[config.mk]
export PLATFORM = sky130hd
export DESIGN_NAME = tdm_demux1to4
export DESIGN_NICKNAME = d
export VERILOG_FILES = /design/src/rtl/tdm_pkg.sv /design/src/rtl/tdm_slot_counter.sv /design/src/rtl/tdm_demux1to4.sv
export SDC_FILE = /design/constraint.sdc
export NUM_CORES = 1
export LEC_CHECK = 0
export ABC_AREA = 1
export CAP_MARGIN = 20
export CORE_MARGIN = 2
export CORE_UTILIZATION = 40
export CTS_CLUSTER_SIZE = 8
export DETAILED_ROUTE_END_ITERATION = 12
export GPL_ROUTABILITY_DRIVEN = 0
export PLACE_DENSITY = 0.68
export SKIP_CTS_REPAIR_TIMING = 1
export SLEW_MARGIN = 20
export SYNTH_ARGS = -nofsm -noshare
export SYNTH_HDL_FRONTEND = slang
export SYNTH_SLANG_ARGS = --single-unit
[constraint.sdc]
create_clock -name clk -period 1.1 [get_ports clk]
set_input_delay 0.11 -clock clk [delete_from_list [all_inputs] [get_ports clk]]
set_output_delay 0.11 -clock clk [all_outputs]
set_load 0.02 [all_outputs]
[src/rtl/tdm_pkg.sv]
// Shared definitions for the TDM lane mux/demux family: lane count, slot type and slot bounds.
// Lane k of a parallel word always lives at bits [k*WIDTH +: WIDTH].
package tdm_pkg;

    localparam int unsigned LANES  = 4;
    localparam int unsigned SLOT_W = 2;

    typedef logic [SLOT_W-1:0] slot_t;

    localparam slot_t SLOT_FIRST = 2'd0;
    localparam slot_t SLOT_LAST  = 2'd3;

endpackage

[src/rtl/tdm_slot_counter.sv]
// 2-bit wrapping slot counter with realign; shared by the TDM serialiser and deserialiser.
// sync forces the current beat (if any) to be slot 0, so the next slot is 1 (or 0 with no beat).
module tdm_slot_counter
    import tdm_pkg::*;
(
    input  logic              clk,
    input  logic              rst_n,
    input  logic              advance,
    input  logic              sync,
    output logic [SLOT_W-1:0] slot,
    output logic              last
);

    slot_t slot_q, slot_d;

    always_comb begin
        slot_d = slot_q;
        if (sync) begin
            slot_d = advance ? SLOT_FIRST + slot_t'(1) : SLOT_FIRST;
        end else if (advance) begin
            slot_d = slot_q + slot_t'(1);
        end
    end

    always_ff @(posedge clk or negedge rst_n) begin
        if (!rst_n) begin
            slot_q <= SLOT_FIRST;
        end else begin
            slot_q <= slot_d;
        end
    end

    assign slot = slot_q;
    assign last = (slot_q == SLOT_LAST);

endmodule

[src/rtl/tdm_demux1to4.sv]
// Time-division 1-to-4 demultiplexer: beats are steered into lanes 0..3 by the slot counter and
// the completed word is presented with a valid/ready handshake.
module tdm_demux1to4
    import tdm_pkg::*;
#(
    parameter int unsigned WIDTH = 1
) (
    input  logic                   clk,
    input  logic                   rst_n,
    input  logic [WIDTH-1:0]       d,
    input  logic                   in_valid,
    output logic                   in_ready,
    input  logic                   sync,
    output logic [LANES*WIDTH-1:0] o,
    output logic                   o_valid,
    input  logic                   o_ready,
    output logic [SLOT_W-1:0]      s
);

    logic [WIDTH-1:0]       shadow_q [LANES-1];
    logic [LANES*WIDTH-1:0] o_q;
    logic [LANES*WIDTH-1:0] frame;
    logic                   o_valid_q;
    logic [SLOT_W-1:0]      slot;
    logic                   slot_last;
    logic                   accept;
    logic                   frame_done;

    tdm_slot_counter u_slot_counter (
        .clk     (clk),
        .rst_n   (rst_n),
        .advance (accept),
        .sync    (sync),
        .slot    (slot),
        .last    (slot_last)
    );

    // Only the lane-3 beat needs room on the output side.
    assign in_ready   = !slot_last || !o_valid_q || o_ready;
    assign accept     = in_valid && in_ready;
    assign frame_done = accept && !sync && slot_last;

    always_comb begin
        frame = '0;
        for (int k = 0; k < LANES - 1; k++) begin
            frame[k*WIDTH +: WIDTH] = shadow_q[k];
        end
        frame[(LANES-1)*WIDTH +: WIDTH] = d;
    end

    always_ff @(posedge clk or negedge rst_n) begin
        if (!rst_n) begin
            for (int k = 0; k < LANES - 1; k++) begin
                shadow_q[k] <= '0;
            end
            o_q       <= '0;
            o_valid_q <= 1'b0;
        end else begin
            if (sync) begin
                // Realign: drop the partial frame; an accepted beat becomes lane 0.
                for (int k = 0; k < LANES - 1; k++) begin
                    shadow_q[k] <= '0;
                end
                if (accept) begin
                    shadow_q[0] <= d;
                end
            end else if (accept && !slot_last) begin
                for (int k = 0; k < LANES - 1; k++) begin
                    if (slot == slot_t'(k)) begin
                        shadow_q[k] <= d;
                    end
                end
            end

            if (frame_done) begin
                o_q       <= frame;
                o_valid_q <= 1'b1;
            end else if (o_valid_q && o_ready) begin
                o_valid_q <= 1'b0;
            end
        end
    end

    assign o       = o_q;
    assign o_valid = o_valid_q;
    assign s       = slot;

endmodule
# [After elaboration in Yosys (flattened, before gate mapping)]
# Cells that the tools add are included.
[classes] n_addsub=1 eq_ne=3 muxes=11 n_reduce_logical=20
[ops] op="$reduce_bool 2->1" count=6
[ops] op="$mux 1" count=7
[ops] op="$mux 3" count=2
[ops] op="$reduce_and 2->1" count=3
[ops] op="$logic_and 1x1->1" count=5
[ops] op="$eq 2x2->1 const B" count=2
[ops] op="$mux 2" count=2
[ops] op="$logic_not 1->1" count=3
[ops] op="$add 2x1->2 const B" count=1
[ops] op="$eq 2x1->1 const B" count=1
[ops] op="$logic_not 2->1" count=1
[ops] op="$logic_or 1x1->1" count=2
[totals] ff_bits=10 output_inout_bits=8

# [Longest topological paths before layout]
# Gate-level depths: netlist of run 1.
[depth] ltp_word=8 ltp_mapped=6 depth_no_buf=6

# [By module]
# Synthesis of run 1 repeated with hierarchy kept, for this count alone.
[hier_totals] hier_cells=66 area_unflattened_um2=499.2
[by_module_without_submodules] module="tdm_demux1to4" n_inst=1 cells_each=54 area_each_um2=399.1 seq_area_each_um2=200.2
[by_module_without_submodules] module="tdm_slot_counter" n_inst=1 cells_each=12 area_each_um2=100.1 seq_area_each_um2=50.0

# [Least setup slack after synthesis of run 1]
# Ideal clock, no wire load.
[synth_path] path_kind="flip-flop to flip-flop" startpoint="register u_slot_counter.slot_q[1], in the netlist u_slot_counter.slot[1]" endpoint="register u_slot_counter.slot_q[0], in the netlist u_slot_counter.slot[0]" setup_time_ns=0.113 t_arrival_ns=1.255 t_required_ns=0.987 slack_ns=-0.268 stages_incl_launch_ff=7 cell_sequence="dfrtp_1 > ha_1 > nand3_2 > nand2_1 > o21ai_0 > nand2_1 > inv_1"
[synth_via] elab_chain_cells=7 word_cells_on_any_way=8 classes_between="eq/ne (1); mux (2); reduce/logical (5)"
[synth_rtl] element="start: declaration" line_no="tdm_slot_counter.sv:14" source="slot_t slot_q, slot_d;"
[synth_rtl] element="start signal: assignment" line_no="tdm_slot_counter.sv:29" source="slot_q <= slot_d;"
[synth_rtl] element="$eq 2x2->1 (*)" line_no="tdm_slot_counter.sv:34" source="assign last = (slot_q == SLOT_LAST);"
[synth_rtl] element="$logic_not 1->1 (*)" line_no="tdm_demux1to4.sv:39" source="assign in_ready = !slot_last || !o_valid_q || o_ready;"
[synth_rtl] element="$logic_or 1x1->1 (*) (2 in series)" line_no="tdm_demux1to4.sv:39"
[synth_rtl] element="named net in_ready" line_no="tdm_demux1to4.sv:12" source="output logic in_ready,"
[synth_rtl] element="$logic_and 1x1->1 (*)" line_no="tdm_demux1to4.sv:40" source="assign accept = in_valid && in_ready;"
[synth_rtl] element="$mux 1" line_no="tdm_slot_counter.sv:19" source="slot_d = advance ? SLOT_FIRST + slot_t'(1) : SLOT_FIRST;"
[synth_rtl] element="$mux 2" line_no="tdm_slot_counter.sv:18" source="if (sync) begin"
# The timed path passes the listed nets; every way through them passes the cells marked *.
# A chain may end at the register's enable or synchronous reset.

# [Final worst setup path of run 1]
[layout_path] startpoint="register u_slot_counter.slot_q[1], in the netlist u_slot_counter.slot[1]" endpoint="register shadow_q, in the netlist frame[2]"
[layout_via] elab_chain_cells=8 word_cells_on_any_way=10 classes_between="eq/ne (2); reduce/logical (8)"
[layout_rtl] element="$eq 2x2->1" line_no="tdm_slot_counter.sv:34"
[layout_rtl] element="$logic_not 1->1" line_no="tdm_demux1to4.sv:39, tdm_demux1to4.sv:67"
[layout_rtl] element="$logic_or 1x1->1 (2 in series)" line_no="tdm_demux1to4.sv:39"
[layout_rtl] element="$logic_and 1x1->1" line_no="tdm_demux1to4.sv:40"
[layout_rtl] element="$logic_and 1x1->1" line_no="tdm_demux1to4.sv:67" source="end else if (accept && !slot_last) begin"
[layout_rtl] element="$reduce_bool 2->1 (no line)"
[layout_rtl] element="$reduce_and 2->1 (no line) (*)"
[layout_rtl] element="end: declaration" line_no="tdm_demux1to4.sv:20" source="logic [WIDTH-1:0] shadow_q [LANES-1];"
# Mark *: on every way between the ends. The rest lies on a longest branch, timed or not.

==> impl_metrics.ini, run 1 <==
[run_status]
status = complete, but fails checks
failed_checks = setup timing

[grt]
grt_pass1_wl_um = 1660
grt_pass1_vias = 426
grt_remaining_overflow = 0
antenna_found_initial = 0
grt_usage_pct = 16.3
grt_max_degree = 10

[clocking]
cts_buffers = 3
clockBufferDepth = 2
clk_pin_slew_ns = 0.07
cts_tree = done
insertion_delay_ns = 0.27
clockRootBuffer = clkbuf_4
clock_sinks = 10
cts_max_level = 1

[timing]
finalHoldViolCount = 0
tns_ns = -0.573
maxSlewViolCount = 0
setup_violations = 6
post-route-period-util_pct = 112
timing.final.crit_period_ns = 1.23
relSlewSlack_pct = 75.7
worst_slack_ns = -0.128
rsz0062_at_grt = yes
worst_slew_pin_slew_ns = 0.364
skew_ns = 0.000233
fmax_mhz = 814

[worst_setup_path]
required_ns = 1.27
r2r_start = u_slot_counter.slot[1]
arrival_ns = 1.40
crit_fanout = 2
critical-path-max-stage-delay_ns = 0.43
critPathKind = reg -> reg
crit_start = u_slot_counter.slot[1]
cpLargestDelayFamily = flip-flops
cp-end-kind = flip-flop
worst-path-buf-inv = 2
cp_cell_sequence = ha_4, buf_6, inv_4, nand2_4, nor2_2, nand2_1, o21a_1
slowest_stage = dfrtp_2
worstSetupStartpointType = flip-flop

[floorplanning]
num_rows = 13
fp.dieH_um = 40.3
pin_count = 14
die_x_um = 40.3
core_um2 = 1270
start_util_pct = 41.5
die_area_um2 = 1620

[detailed_routing]
drt_wl_total_um = 1220
ant_nets = 0
firstDrtPassIters = 4
vias_per_cell = 4.75
drc = 0
drtIter0Drc = 4
wire_per_inst_um = 11.9
num_vias = 484

[layout]
syn2layout_area_growth_pct = 71.0
layout_common_cells = nand2_1 (14), inv_1 (8), dfrtp_1 (8), buf_6 (8)
drive_above_1_share_pct = 39.1
n_antenna_cell = 0
nets = 98
final_common_cell = nand2_1
fillers = 100

[placed_design]
preCtsSetupSlack_ns = -0.298
port_buffers = 13
dp_hpwl_um = 770

[synth]
yosys_warnings = 0
yosysUniqueCellTypes = 14
syn_area_per_cell_um2 = 8.64
ys_seq_area_share_pct = 47.5
postSynthCellCount = 61
synthesis.area_um2 = 527
syn_nets = 71
ys_ff_latch = 10

[pwr]
peakVddDrop_v = 0.000837
p_per_area_nw_per_um2 = 1330
leakage_nw = 0.488

[run]
max-cap-violations = 0

[min_path]
min_path_type = in -> async
## metal layers
layer	share of wire (%)	GRT usage, %	vias to the layer above
li1	-	-	244
met1	41	18.2	228
met2	53	27.0	10
met3	4.7	6.67	2
met4	1.3	7.50	0
met5	0	0	-
## worst register-to-register path, cell delays in order, from the launching register on
cell and delay (ns):
dfrtp_2 0.43, ha_4 0.18, buf_6 0.12, inv_4 0.07, nand2_4 0.06, nor2_2 0.11, nand2_1 0.07, o21a_1 0.09
## cells by family (layout without fill, tap and decap cells)
kind of cell	after synthesis	in the layout	share of synthesized area [%]
adders and majority gates	4	4	9.50
buffers and inverters	12	38	8.55
and+or+nand+nor	26	26	24.2
AOI/OAI and AO/OA	9	9	10.2
DFF	10	10	47.5
## final timing paths
kind	endpoint	slack [ns]	cells after the start
min in group clk	o[3]	0.48	3
max	frame[2]	-0.13	7
min	o_valid	0.03	1
max reg2reg	frame[2]	-0.13	7
min reg2reg	o[2]	0.48	2
max in group asynchronous	o[1]	0.73	2
## report_power, final
| part | switching (mW) | leakage (nW) | internal (mW) |
|---|---|---|---|
| Combinational | 0.205 | 0.338 | 0.200 |
| Sequential | 0.0311 | 0.128 | 0.427 |
| Clock | 0.135 | 0.0210 | 0.201 |
## synth_stat cells
cell	number	area, µm²
o21a_1	2	15.0
inv_1	11	41.3
inv_2	1	3.75
nand3_2	1	10.0
nand4_1	1	6.26
nand2_1	16	60.1
nand3_1	3	15.0
a21oi_1	1	5.00
ha_1	4	50.1
a21oi_2	1	8.76
nor2_1	4	15.0
dfrtp_1	10	250
o21ai_0	5	25.0
nand4_4	1	21.3
## cell type report
cell class	instances	area, µm²	share of cell area, %
Multi-Input combinational cell	39	310	34.4
Sequential cell	10	253	28.1
Timing Repair Buffer	22	233	25.8
Inverter	12	50.0	5.56
Clock buffer	4	36.3	4.03
Tap cell	15	18.8	2.08
## stage by stage
stage | instances | area [µm²] | total power, mW | hold slack [ns] | util [%]
2_1_floorplan | 61 | 557 | 0.634 | -0.186 | -
3_3_place_gp | 96 | 758 | 0.795 | 0.327 | 59.8
3_5_place_dp | 96 | 758 | 0.801 | 0.327 | 59.8
4_1_cts | 100 | 795 | 1.13 | 0.0435 | 62.6
5_1_grt | 102 | 901 | 1.28 | 0.0355 | 71.0
6_report | 102 | 901 | 1.20 | 0.0331 | 71.0
## registers in the layout, indices dropped and copies added, names as in the netlist
signal               flops
o                        4
u_slot_counter.slot      2
frame                    3
o_valid                  1
No activity file was read; power rests on OpenSTA's default activity.
==> inputs of run 2 (changes only) <==
--- a/config.mk
+++ b/config.mk
@@ -7,9 +7,7 @@
 export LEC_CHECK = 0
 export ABC_AREA = 1
 export CAP_MARGIN = 20
-export CORE_MARGIN = 2
 export CORE_UTILIZATION = 40
-export CTS_CLUSTER_SIZE = 8
 export DETAILED_ROUTE_END_ITERATION = 12
 export GPL_ROUTABILITY_DRIVEN = 0
 export PLACE_DENSITY = 0.68
==> run 2 against run 1 <==
  * The run still ends with setup timing left
  * Flip-flop and latch count stayed put
  * Highest routed layer unchanged
  * Critical path depth is the same
  * Worst setup slack lost 0.034 ns
  * Register-to-register slack got worse by 0.03 ns
  * Hold slack better by 0.014 ns
  * Via count down 3.3%
  * Maximum frequency shrank 2.7%
  * Utilization grew 2.4 points
  * First-iteration DRC count grew to 3.3 times the previous value
==> impl_metrics.ini, run 2 (synthesis gave the netlist of run 1 again) <==
[run_status]
status = complete, but fails checks
failed_checks = setup timing

[detailed_routing]
ant_nets = 0
dr_wl_met2_um = 539
drtIter0Drc = 13
drc = 0
wire_per_inst_um = 11.4
wl_met3_um = 53
dr.max_layer_used = met4
met1_length_um = 506
num_vias = 468
vias_per_cell = 4.73
firstDrtPassIters = 2
drt_wl_total_um = 1130

[grt]
grt_max_degree = 10
grt_usage_pct = 17.3
grt_pass1_wl_um = 1650
grt_pass1_vias = 402
grt_remaining_overflow = 0
antenna_found_initial = 0

[placed_design]
dp.cells = 95
dp_hpwl_um = 779
port_buffers = 13

[timing]
relSlewSlack_pct = 82.4
timing.final.crit_period_ns = 1.26
worst_slew_pin_slew_ns = 0.264
hold_slack_ns = 0.0467
skew_ns = 0.00453
fmax_mhz = 792
finalHoldViolCount = 0
setup_violations = 4
post-route-period-util_pct = 115
rsz0062_at_grt = yes
worst_slack_ns = -0.162
maxSlewViolCount = 0

[layout]
largest_reg_flops = 4
syn2layout_area_growth_pct = 63.2
layout_common_cells = nand2_1 (14), inv_1 (8), dfrtp_1 (8), buf_6 (7)
regArea_um2 = 253
nets = 96
final_common_cell = nand2_1
n_antenna_cell = 0
fillers = 96
multi_input_area_um2 = 289
finalNonFillerCells = 99
drive_above_1_share_pct = 36.5

[floorplanning]
die_x_um = 38.3
die_area_um2 = 1470
start_util_pct = 45.0
num_rows = 12
pin_count = 14
core_um2 = 1170
fp.dieH_um = 38.3

[worst_setup_path]
cp-end-kind = flip-flop
critical-path-max-stage-delay_ns = 0.43
required_ns = 1.26
r2r_start = u_slot_counter.slot[0]
worst-path-buf-inv = 2
crit_fanout = 2
r2r-end = frame[1]
slowest_stage = dfrtp_2
cp_cell_sequence = ha_4, buf_6, inv_4, nand2_2, nor2_1, nand2_1, o21a_1
arrival_ns = 1.42
r2r_cells = 7
cpLargestDelayFamily = flip-flops
critPathKind = reg -> reg
r2r_setup_slack_ns = -0.16
worstSetupStartpointType = flip-flop

[clocking]
clockRootBuffer = clkbuf_4
cts_tree = done
clock_sinks = 10
clockBufferDepth = 2
cts_buffers = 3
clk_pin_slew_ns = 0.07
insertion_delay_ns = 0.27
cts_max_level = 1

[pwr]
p_per_area_nw_per_um2 = 1340
leakage_nw = 0.470
peakVddDrop_v = 0.00110

[min_path]
min_path_type = in -> async

[run]
max-cap-violations = 0
## run 2: layout make-up
cell class	count	area share [%]
Sequential cell	10	29.4
Multi-Input combinational cell	39	33.6
Inverter	12	5.82
Clock buffer	4	4.22
Tap cell	14	2.04
Timing Repair Buffer	20	24.9
## run 2: how the worst max path moves through the flow
stage / depth (start not counted) / from / slack [ns] / endpoint
3_5_place_dp: 4 / o_ready / -0.32 / in_ready
2_1_floorplan: 6 / u_slot_counter.slot[1] / -0.04 / frame[1]
3_3_place_gp: 4 / o_ready / -0.30 / in_ready
4_1_cts: 3 / u_slot_counter.slot[1] / -0.56 / in_ready
6_report: 7 / u_slot_counter.slot[0] / -0.16 / frame[1]
5_1_grt: 7 / u_slot_counter.slot[0] / -0.19 / frame[1]
## run 2: power by group
group	switching, mW	internal (mW)	total, mW
Combinational	0.189	0.175	0.363
Sequential	0.0310	0.427	0.458
Clock	0.130	0.201	0.331
## run 2: routing by layer
metal | GRT usage [%] | vias to the layer above
met2 | 25.4 | 12
met1 | 21.9 | 207
met5 | 0 | -
li1 | - | 245
met3 | 6.98 | 4
met4 | 8.04 | 0
## run 2: through the flow
| stage | instance area [µm²] | setup slack, ns | utilization, % | power [mW] | TNS, ns |
|---|---|---|---|---|---|
| global placement | 757 | -0.303 | 64.6 | 0.796 | -1.29 |
| finish | 860 | -0.162 | 73.4 | 1.15 | -0.441 |
| global route | 860 | -0.193 | 73.4 | 1.24 | -0.903 |
| CTS | 793 | -0.561 | 67.7 | 1.14 | -3.11 |
| detailed placement | 757 | -0.317 | 64.6 | 0.801 | -1.46 |
| floorplan | 557 | -0.0416 | - | 0.634 | -0.141 |
==> inputs of run 3 (changes only) <==
--- a/config.mk
+++ b/config.mk
@@ -7,10 +7,11 @@
 export LEC_CHECK = 0
 export ABC_AREA = 1
 export CAP_MARGIN = 20
-export CORE_UTILIZATION = 40
+export CORE_AREA = 2 2 39 41
 export DETAILED_ROUTE_END_ITERATION = 12
+export DIE_AREA = 0 0 41 43
 export GPL_ROUTABILITY_DRIVEN = 0
-export PLACE_DENSITY = 0.68
+export PLACE_DENSITY = 0.64
 export SKIP_CTS_REPAIR_TIMING = 1
 export SLEW_MARGIN = 20
 export SYNTH_ARGS = -nofsm -noshare
==> constraint.sdc (replaced) <==
create_clock -name clk -period 1.38 [get_ports clk]
set_input_delay 0.138 -clock clk [delete_from_list [all_inputs] [get_ports clk]]
set_output_delay 0.138 -clock clk [all_outputs]
set_load 0.02 [all_outputs]
==> run 3 against run 2 <==
  * The flow now finishes without violations
  * Flip-flop and latch count is the same
  * Sequential share of layout area increased by 3.4 points
  * Utilization shrank 18 points
  * Combinational power decreased by 31%
  * Clock skew down 0.0015 ns
  * Global-route usage decreased by 2.9 points
  * Register-to-register slack better by 0.26 ns
  * Largest cell class is now flip-flops and latches
  * Highest routed layer unchanged
==> impl_metrics.ini, run 3 (synthesis gave the netlist of run 1 again) <==
[timing]
setup_violations = 0
worst_slack_ns = 0.101
maxSlewViolCount = 0
fmax_mhz = 782
skew_ns = 0.00306
post-route-period-util_pct = 92.7
worst_slew_pin_slew_ns = 0.461
timing.final.crit_period_ns = 1.28
finalHoldViolCount = 0
relSlewSlack_pct = 69.2
tns_ns = 0
hold_slack_ns = 0.180
rsz0062_at_grt = no

[worst_setup_path]
critical-path-max-stage-delay_ns = 0.39
cp_cell_sequence = ha_2, buf_4, inv_1, nand2_1, nor2_2, nand2_1, o21a_1
required_ns = 1.54
crit_fanout = 2
critPathKind = reg -> reg
cp_common_cell = nand2_1
cp-end-kind = flip-flop
slowest_stage = dfrtp_1
arrival_ns = 1.44
worstSetupStartpointType = flip-flop

[placed_design]
port_buffers = 13
dp_hpwl_um = 791
preCtsSetupSlack_ns = -0.0955

[detailed_routing]
ant_nets = 0
drtIter0Drc = 3
drt_wl_total_um = 1050
drc = 0
firstDrtPassIters = 3
num_vias = 442
wire_per_inst_um = 10.7
vias_per_cell = 4.51

[floorplanning]
core_um2 = 1380
pin_count = 14
num_rows = 14
fp.dieH_um = 43
die_area_um2 = 1760
die_x_um = 41
start_util_pct = 38.1

[pwr]
p_per_area_nw_per_um2 = 1160
leakage_nw = 0.465
peakVddDrop_v = 0.000599

[layout]
layout_common_cells = nand2_1 (16), inv_1 (11), dfrtp_1 (10), dlymetal6s2s_1 (7)
drive_above_1_share_pct = 19.5
final_common_cell = nand2_1
largest_reg_flops = 4
n_antenna_cell = 0
utilization_pct = 55.2
nets = 93
syn2layout_area_growth_pct = 44.9

[clocking]
cts_buffers = 3
clock_sinks = 10
cts_max_level = 1
insertion_delay_ns = 0.27
clk_pin_slew_ns = 0.07
cts_tree = done
clockRootBuffer = clkbuf_4
clockBufferDepth = 2

[grt]
grt_pass1_vias = 414
grt_remaining_overflow = 0
grt_max_degree = 11
grt_pass1_wl_um = 1660
antenna_found_initial = 0
grt_usage_pct = 14.4

[run]
max-cap-violations = 0

[min_path]
min_path_type = in -> async

[run_status]
status = finished, final reports clean
-- run 3: path summary, 6_finish.rpt --
check	start	endpoint	slack, ns	depth (start not counted)
worst min-delay path	rst_n	o[1]	0.18	1
worst max register to register	u_slot_counter.slot[0]	frame[1]	0.10	7
worst max-delay path	u_slot_counter.slot[0]	frame[1]	0.10	7
min in group clk	o[2]	o[2]	0.48	2
worst min register to register	o[2]	o[2]	0.48	2
max in group asynchronous	rst_n	frame[2]	0.88	1
-- run 3: worst max-delay path, delay by kind of cell, from the launching register on --
| kind | cells | cell delay (ns) |
|---|---|---|
| and+or+nand+nor | 3 | 0.28 |
| AOI/OAI and AO/OA | 1 | 0.10 |
| DFF | 1 | 0.39 |
| buffers and inverters | 2 | 0.20 |
| adders and majority gates | 1 | 0.20 |
-- run 3: report_power, final --
part | internal, mW | switching (mW) | total, mW
clock network | 0.160 | 0.112 | 0.272
registers | 0.339 | 0.0216 | 0.361
logic | 0.117 | 0.135 | 0.252
total | 0.617 | 0.269 | 0.885
-- run 3: cell type report --
class	instances	area (µm²)
Inverter	12	45.0
Sequential cell	10	250
Fill cell	136	621
Multi-Input combinational cell	39	239
Clock buffer	4	36.3
Timing Repair Buffer	17	173
Tap cell	16	20.0
-- run 3: per-stage QoR --
stage | area (µm²) | std cells | power, mW
after floorplan | 527 | 61 | 0.495
after global placement | 707 | 94 | 0.620
after detailed placement | 707 | 94 | 0.627
after CTS | 743 | 98 | 0.901
after global routing | 763 | 98 | 0.932
final | 763 | 98 | 0.885
-- run 3: routing by layer --
metal | track usage, % | wire, µm
met2 | 21.9 | 510
met1 | 16.8 | 463
met3 | 3.14 | 62
met4 | 10.0 | 10
met5 | 0 | 0
